## config.mk

```make
export PLATFORM = sky130hd
export DESIGN_NAME = mux2_burst_arbiter
export DESIGN_NICKNAME = d
export VERILOG_FILES = /design/src/rtl/mux2_burst_arbiter.sv
export SDC_FILE = /design/constraint.sdc
export NUM_CORES = 1
export LEC_CHECK = 0
export ABC_AREA = 1
export CORE_MARGIN = 1.5
export CORE_UTILIZATION = 38
export CTS_BUF_LIST = sky130_fd_sc_hd__clkbuf_4 sky130_fd_sc_hd__clkbuf_8 sky130_fd_sc_hd__clkbuf_16
export DETAILED_ROUTE_END_ITERATION = 16
export GPL_TIMING_DRIVEN = 0
export PLACE_DENSITY_LB_ADDON = 0.15
export RECOVER_POWER = 50
export SLEW_MARGIN = 20
export SYNTH_ARGS = -nofsm -noshare
export SYNTH_HDL_FRONTEND = slang
export SYNTH_SLANG_ARGS = --single-unit
```

## constraint.sdc

```tcl
create_clock -name clk -period 1.47 [get_ports clk]
set_input_delay 0.2205 -clock clk [delete_from_list [all_inputs] [get_ports clk]]
set_output_delay 0.2205 -clock clk [all_outputs]
set_load 0.02 [all_outputs]
```

## src/rtl/mux2_burst_arbiter.sv

```systemverilog
// Round-robin burst arbiter that shares one MUX2 output channel between two
// valid/ready sources.
//
// A source owns the channel from arbitration until its last beat is accepted.
// A MAX_BURST watchdog also releases the channel when the beat count reaches
// its limit.
//
// The registered select drives the S input of the per-bit MUX2 datapath.
module mux2_burst_arbiter #(
  parameter int DATA_W    = 8,
  parameter int MAX_BURST = 16
) (
  input  logic              clk,
  input  logic              rst,
  input  logic              s0_valid,
  output logic              s0_ready,
  input  logic [DATA_W-1:0] s0_data,
  input  logic              s0_last,
  input  logic              s1_valid,
  output logic              s1_ready,
  input  logic [DATA_W-1:0] s1_data,
  input  logic              s1_last,
  output logic              m_valid,
  input  logic              m_ready,
  output logic [DATA_W-1:0] m_data,
  output logic              m_last,
  output logic              sel,
  output logic              busy,
  output logic              burst_err
);

  localparam int CNT_W = $clog2(MAX_BURST + 1);
  localparam logic [CNT_W-1:0] CNT_LAST = CNT_W'(MAX_BURST - 1);

  typedef enum logic [1:0] {IDLE, BUSY0, BUSY1} state_t;

  state_t           state_reg, state_next;
  logic             sel_reg, sel_next;
  logic             prio_reg, prio_next;
  logic             burst_err_reg, burst_err_next;
  logic [CNT_W-1:0] beat_cnt_reg, beat_cnt_next;
  logic             owner_last;
  logic             at_cap;

  // State register: the burst is abandoned on reset, and the tie priority returns to s0.
  always_ff @(posedge clk) begin
    if (rst) begin
      state_reg     <= IDLE;
      sel_reg       <= 1'b0;
      prio_reg      <= 1'b0;
      burst_err_reg <= 1'b0;
      beat_cnt_reg  <= '0;
    end else begin
      state_reg     <= state_next;
      sel_reg       <= sel_next;
      prio_reg      <= prio_next;
      burst_err_reg <= burst_err_next;
      beat_cnt_reg  <= beat_cnt_next;
    end
  end

  // Arbitration, handshake pass-through for the owner, and burst termination.
  always_comb begin
    state_next     = state_reg;
    sel_next       = sel_reg;
    prio_next      = prio_reg;
    beat_cnt_next  = beat_cnt_reg;
    burst_err_next = 1'b0;
    m_valid        = 1'b0;
    m_last         = 1'b0;
    s0_ready       = 1'b0;
    s1_ready       = 1'b0;
    owner_last     = 1'b0;
    at_cap         = (beat_cnt_reg == CNT_LAST);

    case (state_reg)
      IDLE: begin
        beat_cnt_next = '0;
        // The prio bit only matters when both sources request together.
        if (s0_valid && (!s1_valid || !prio_reg)) begin
          state_next = BUSY0;
          sel_next   = 1'b0;
        end else if (s1_valid) begin
          state_next = BUSY1;
          sel_next   = 1'b1;
        end
      end
      BUSY0: begin
        m_valid    = s0_valid;
        s0_ready   = m_ready;
        owner_last = s0_last;
      end
      BUSY1: begin
        m_valid    = s1_valid;
        s1_ready   = m_ready;
        owner_last = s1_last;
      end
      default: state_next = IDLE;
    endcase

    if (state_reg != IDLE) begin
      m_last = m_valid & (owner_last | at_cap);
      if (m_valid && m_ready) begin
        if (m_last) begin
          // The loser of this turn wins the next tie.
          state_next     = IDLE;
          prio_next      = (state_reg == BUSY0);
          beat_cnt_next  = '0;
          burst_err_next = ~owner_last;
        end else begin
          beat_cnt_next = beat_cnt_reg + 1'b1;
        end
      end
    end

    // No beat may be accepted or presented while reset is asserted.
    if (rst) begin
      m_valid  = 1'b0;
      m_last   = 1'b0;
      s0_ready = 1'b0;
      s1_ready = 1'b0;
    end
  end

  // Per-bit MUX2 datapath steered by the registered select.
  genvar gi;
  generate
    for (gi = 0; gi < DATA_W; gi++) begin : g_mux
      assign m_data[gi] = sel_reg ? s1_data[gi] : s0_data[gi];
    end
  endgenerate

  assign sel       = sel_reg;
  assign busy      = (state_reg != IDLE);
  assign burst_err = burst_err_reg;

endmodule

```

Word-level counts from Yosys, hierarchy flattened --
Cells that the tools add are included.
Operators by class: eq/ne operators 3, add/subtract/negate cells 1, bitwise logic cells 6, reduce and logical (&&, ||, !) cells 12, multiplexer cells 29
Operators with widths (number):
- 2-to-1 mux 5 bit | 4
- 2-to-1 mux 1 bit | 17
- 2-to-1 mux 2 bit | 5
- adder 5 x 1 -> 5 bit, second input constant | 1
- == test 5 x 4 -> 1 bit, second input constant | 1
- inverter 1 bit | 4
- case mux 1 bit (2 select lines) | 2
- case mux 2 bit (2 select lines) | 1
- nonzero test 2 bit | 2
- OR reduction 4 bit | 1
- AND reduction 3 bit | 1
- == test 2 x 1 -> 1 bit, second input constant | 1
- == test 2 bit, second input constant | 1
- logical AND 1 bit | 2
- logical NOT 1 bit | 2
- logical NOT 2 bit | 1
- AND reduction 2 bit | 1
- OR reduction 2 bit | 1
- bitwise AND 1 bit | 1
- logical OR 1 bit | 1
- bitwise OR 1 bit | 1
Word-level totals: output and inout bits 15, input port bits 23, register bits after elaboration 10

Depth between registers and ports, before layout --
depth after elaboration 8, depth in mapped cells 10

Least setup slack after synthesis --
No wires, ideal clock.
kind reg2out, from reg beat_cnt_reg[0], to out m_last, buffers on the path 0, data required time 1.250 ns, slack -0.258 ns, arrival time 1.508 ns, cell stages (with the launch flop) 9, path through dfxtp_1 > ha_1 > nand2_1 > nor2_1 > ha_1 > inv_1 > nand2_2 > nand2_2 > nor3_1
Between the ends: longest elaborated chain between the ends 5
RTL lines:
- start: declaration | RTL line 41 | logic [CNT_W-1:0] beat_cnt_reg, beat_cnt_next;
- start signal: assignment | RTL line 58 | beat_cnt_reg <= beat_cnt_next;
- == test 5 x 4 -> 1 bit | RTL line 74 | at_cap = (beat_cnt_reg == CNT_LAST);
- bitwise OR 1 bit | RTL line 102 | m_last = m_valid & (owner_last | at_cap);
- bitwise AND 1 bit | RTL line 102
- 2-to-1 mux 1 bit | RTL line 101 | if (state_reg != IDLE) begin
- 2-to-1 mux 1 bit | RTL line 117 | if (rst) begin
- end: declaration | RTL line 26 | output logic m_last,
No other way between the ends.

Worst setup path after layout --
from reg beat_cnt_reg[1], to out m_last
Same word-level chain as after synthesis.

==> impl_metrics.tcl <==
set metrics [dict create \
    path_cells "ha_4, nand2_2, nor2_2, ha_2, inv_2, nand2_2, nand2_2, nor3_4, buf_6" \
    fin_nets 185 \
    async_flop_share_pct 0 \
    avgRoutedWirePerCell_um 12.6 \
    synthTopCellsByArea "dfxtp_1 28%, nand2_1 14%, mux2_2 13%" \
    fin_ws_ns -0.260 \
    internal_power_mw 0.672 \
    dp_hpwl_um 1480 \
    synthFlopType "dfxtp_1" \
    grt_pass1_vias 696 \
    rows 15 \
    grt_overflow 0 \
    grtUsageMet2_pct 33.6 \
    power_density_mw_per_mm2 716 \
    use_met1_pct 22.3 \
    hold_violations 0 \
    synth_edf_count 0 \
    power.switching_mw 0.341 \
    cp-end-kind "output pin" \
    synth_area_per_cell_um2 7.02 \
    min_path_type "input port to flop" \
    crit_top_cell "nand2_2" \
    busiest_layer "met2" \
    vias 866 \
    cp_slowest_cell "dfxtp_4" \
    finalMaxSlewViolations 0 \
    rsz0062_at_grt "yes" \
    viasPerCell 4.78 \
    globalRouteMet3Util_pct 5.49 \
    crit_fanout 2 \
    synth.distinct_cells 19 \
    wl_um 2290 \
    drtAntennaViolNets 0 \
    synthCells 101 \
    cts_tree "built" \
    layout-drive-gt1-share_pct 48.1 \
    syn_nets 129 \
    fmax_ghz 0.578 \
    post-route-period-util_pct 118 \
    ys_ff_latch 10 \
    yosys_warnings 0 \
    io_buffers 36 \
    hold-path-endpoint "sel" \
    hold_start "rst" \
    arrival_ns 1.51 \
    die_h_um 46.2 \
    final.min_clock_period_ns 1.73 \
    gp_congestion 0.818 \
    grt_max_degree 9 \
    p_clk_share_pct 26.0 \
    yosys-top-cells-count "26 x nand2_1, 12 x inv_1, 12 x nor2_1, 10 x dfxtp_1, 8 x mux2_2" \
    worstPathRequired_ns 1.25 \
    drtIter0Drc 17 \
    p_leak_nw 0.617 \
    cts_max_path_buffers 2 \
    peakVddDrop_v 0.000693 \
    core_area_mm2 0.00175 \
    die_area_mm2 0.00213 \
    fin_util_pct 81.1 \
    synth_top_area_share_pct 28.2 \
    clk_latency_ns 0.28 \
    seqPwrFrac_pct 29.1 \
    synth_top_cell_by_area "dfxtp_1" \
    p_comb_share_pct 44.9 \
    cts_root_buf "clkbuf_4" \
    num_io_pins 38 \
    setup_viol 3 \
    yosysMostFrequentCell "nand2_1" \
    clkSinkCount 10 \
    grt_pass1_wl_um 2940 \
    clk_pin_slew_ns 0.07 \
    r2r_end "beat_cnt_reg[1]" \
    slew_headroom_pct 71.3 \
    violations "setup timing" \
    crit_path_start_kind "flop" \
    track_usage_pct 19.6 \
    switching_share_pct 33.7 \
    synth_area_um2 709 \
    hold_depth 2 \
    crit_buf_inv 2 \
    tightest_slew_ns 0.431 \
    initial_core_util_pct 40.6 \
    antenna_cells 0 \
    largest_reg_flops 5 \
    ctsHoldBuffers 0 \
    cts_buffers 3 \
    r2r_setup_slack_ns -0.02 \
    r2r_cells 11 \
    path_class "flop to output pin" \
    fin_skew_ns 0.00177 \
    r2r_start "beat_cnt_reg[1]" \
    cts_max_level 1 \
    drc 0 \
    max-cap-violations 0 \
    dp_worst_setup_slack_ns -0.641 \
    syn_to_final_growth_pct 99.5 \
    critical_path.top_delay_family "simple AND/OR/NAND/NOR gates" \
    dieWidth_um 46.2 \
    slowest_delay_ns 0.36 \
    ys_seq_area_share_pct 28.2 \
    status "finished, violations left" \
    antenna_found_initial 0 \
    dr.pass1.iters 4 \
]
## timing repair
action | 4_1_cts | 5_1_grt
gates cloned | 1 | 0
setup endpoints to repair | 13 | 19
pin swaps | 5 | 5
setup buffers | 7 | 7
resized for setup | 75 | 41
## power by group through the flow
stage / Combinational (mW) / Clock (mW) / Sequential (mW)
after global placement: 0.334 / 0 / 0.297
after detailed placement: 0.338 / 0 / 0.297
after floorplan: 0.188 / 0 / 0.300
after global routing: 0.481 / 0.284 / 0.297
after CTS: 0.366 / 0.273 / 0.296
final: 0.454 / 0.264 / 0.295
## worst reg2reg max path: stages, from the launching register on
cell and delay, ns:
dfxtp_4 0.35, ha_4 0.16, nand2_2 0.06, nor2_2 0.03
ha_2 0.16, inv_2 0.04, nand2_2 0.06, buf_4 0.13
buf_6 0.12, nor2_4 0.12, nand2_1 0.06, a21oi_1 0.12
## per-layer routing
| metal | vias to the layer above | share of wire, % |
|---|---|---|
| li1 | 434 | - |
| met1 | 393 | 42 |
| met2 | 35 | 49 |
| met3 | 4 | 6.9 |
| met4 | 0 | 1.9 |
| met5 | - | 0 |
## logic make-up after synthesis
| logic type | share of synthesized area, % |
|---|---|
| xor gates and xnor gates | 1.23 |
| AOI/OAI and AO/OA | 6.35 |
| and+or+nand+nor | 34.6 |
| adders and majority gates | 8.82 |
| DFF | 28.2 |
| buffers and inverters | 8.11 |
| muxes | 12.7 |
## cells in the final DEF (no fill, tap or decap)
cell             netlist  routed
clkdlybuf4s50_1        0      22
nand2_1               26      20
buf_4                  0      14
buf_6                  0      12
nor2_1                12      11
nand2_2                3       8
mux2_4                 0       8
inv_1                 12       7
dfxtp_1               10       6
a21oi_2                0       4
ha_4                   0       4
dfxtp_4                0       4
inv_4                  0       3
inv_2                  1       3
nand4_1                3       3
nand3_1                4       3
a21oi_1                7       3
clkbuf_4               0       3
buf_2                  1       3
nor2_2                 1       2
o21ai_0                2       2
clkbuf_1               1       1
nand2_4                0       1
nor3_4                 0       1
nor3_1                 2       1
nand3_4                1       1
xor2_1                 1       1
nand3_2                0       1
nor2_4                 1       1
ha_2                   0       1
clkbuf_8               0       1
dlygate4sd2_1          0       1
## layout make-up
| cell class | count | area (µm²) |
|---|---|---|
| Fill cell | 114 | 330 |
| Sequential cell | 10 | 215 |
| Inverter | 13 | 56.3 |
| Tap cell | 25 | 31.3 |
| Multi-Input combinational cell | 76 | 588 |
| Clock buffer | 4 | 36.3 |
| Timing Repair Buffer | 51 | 473 |
| Buffer | 2 | 15.0 |
## how the worst max path moves through the flow
stage / startpoint / endpoint / slack (ns) / depth (start not counted)
after floorplan: beat_cnt_reg[0] / m_last / -0.002 / 8
after global placement: s0_last / m_last / -0.63 / 8
after detailed placement: s0_last / m_last / -0.64 / 8
after CTS: beat_cnt_reg[1] / m_last / -0.26 / 9
after global routing: beat_cnt_reg[1] / m_last / -0.37 / 9
final: beat_cnt_reg[1] / m_last / -0.26 / 9
## per-stage QoR
stage	instance area (µm²)	cells	hold slack (ns)	TNS, ns	power, mW
6_report	1420	181	0.316	-0.378	1.01
5_1_grt	1420	181	0.357	-1.37	1.06
4_1_cts	1250	174	0.310	-0.522	0.936
3_5_place_dp	1140	162	0.458	-3.26	0.635
3_3_place_gp	1140	162	0.453	-3.17	0.631
2_1_floorplan	749	101	0.381	-0.00176	0.487
No activity file was read; power rests on OpenSTA's default activity.
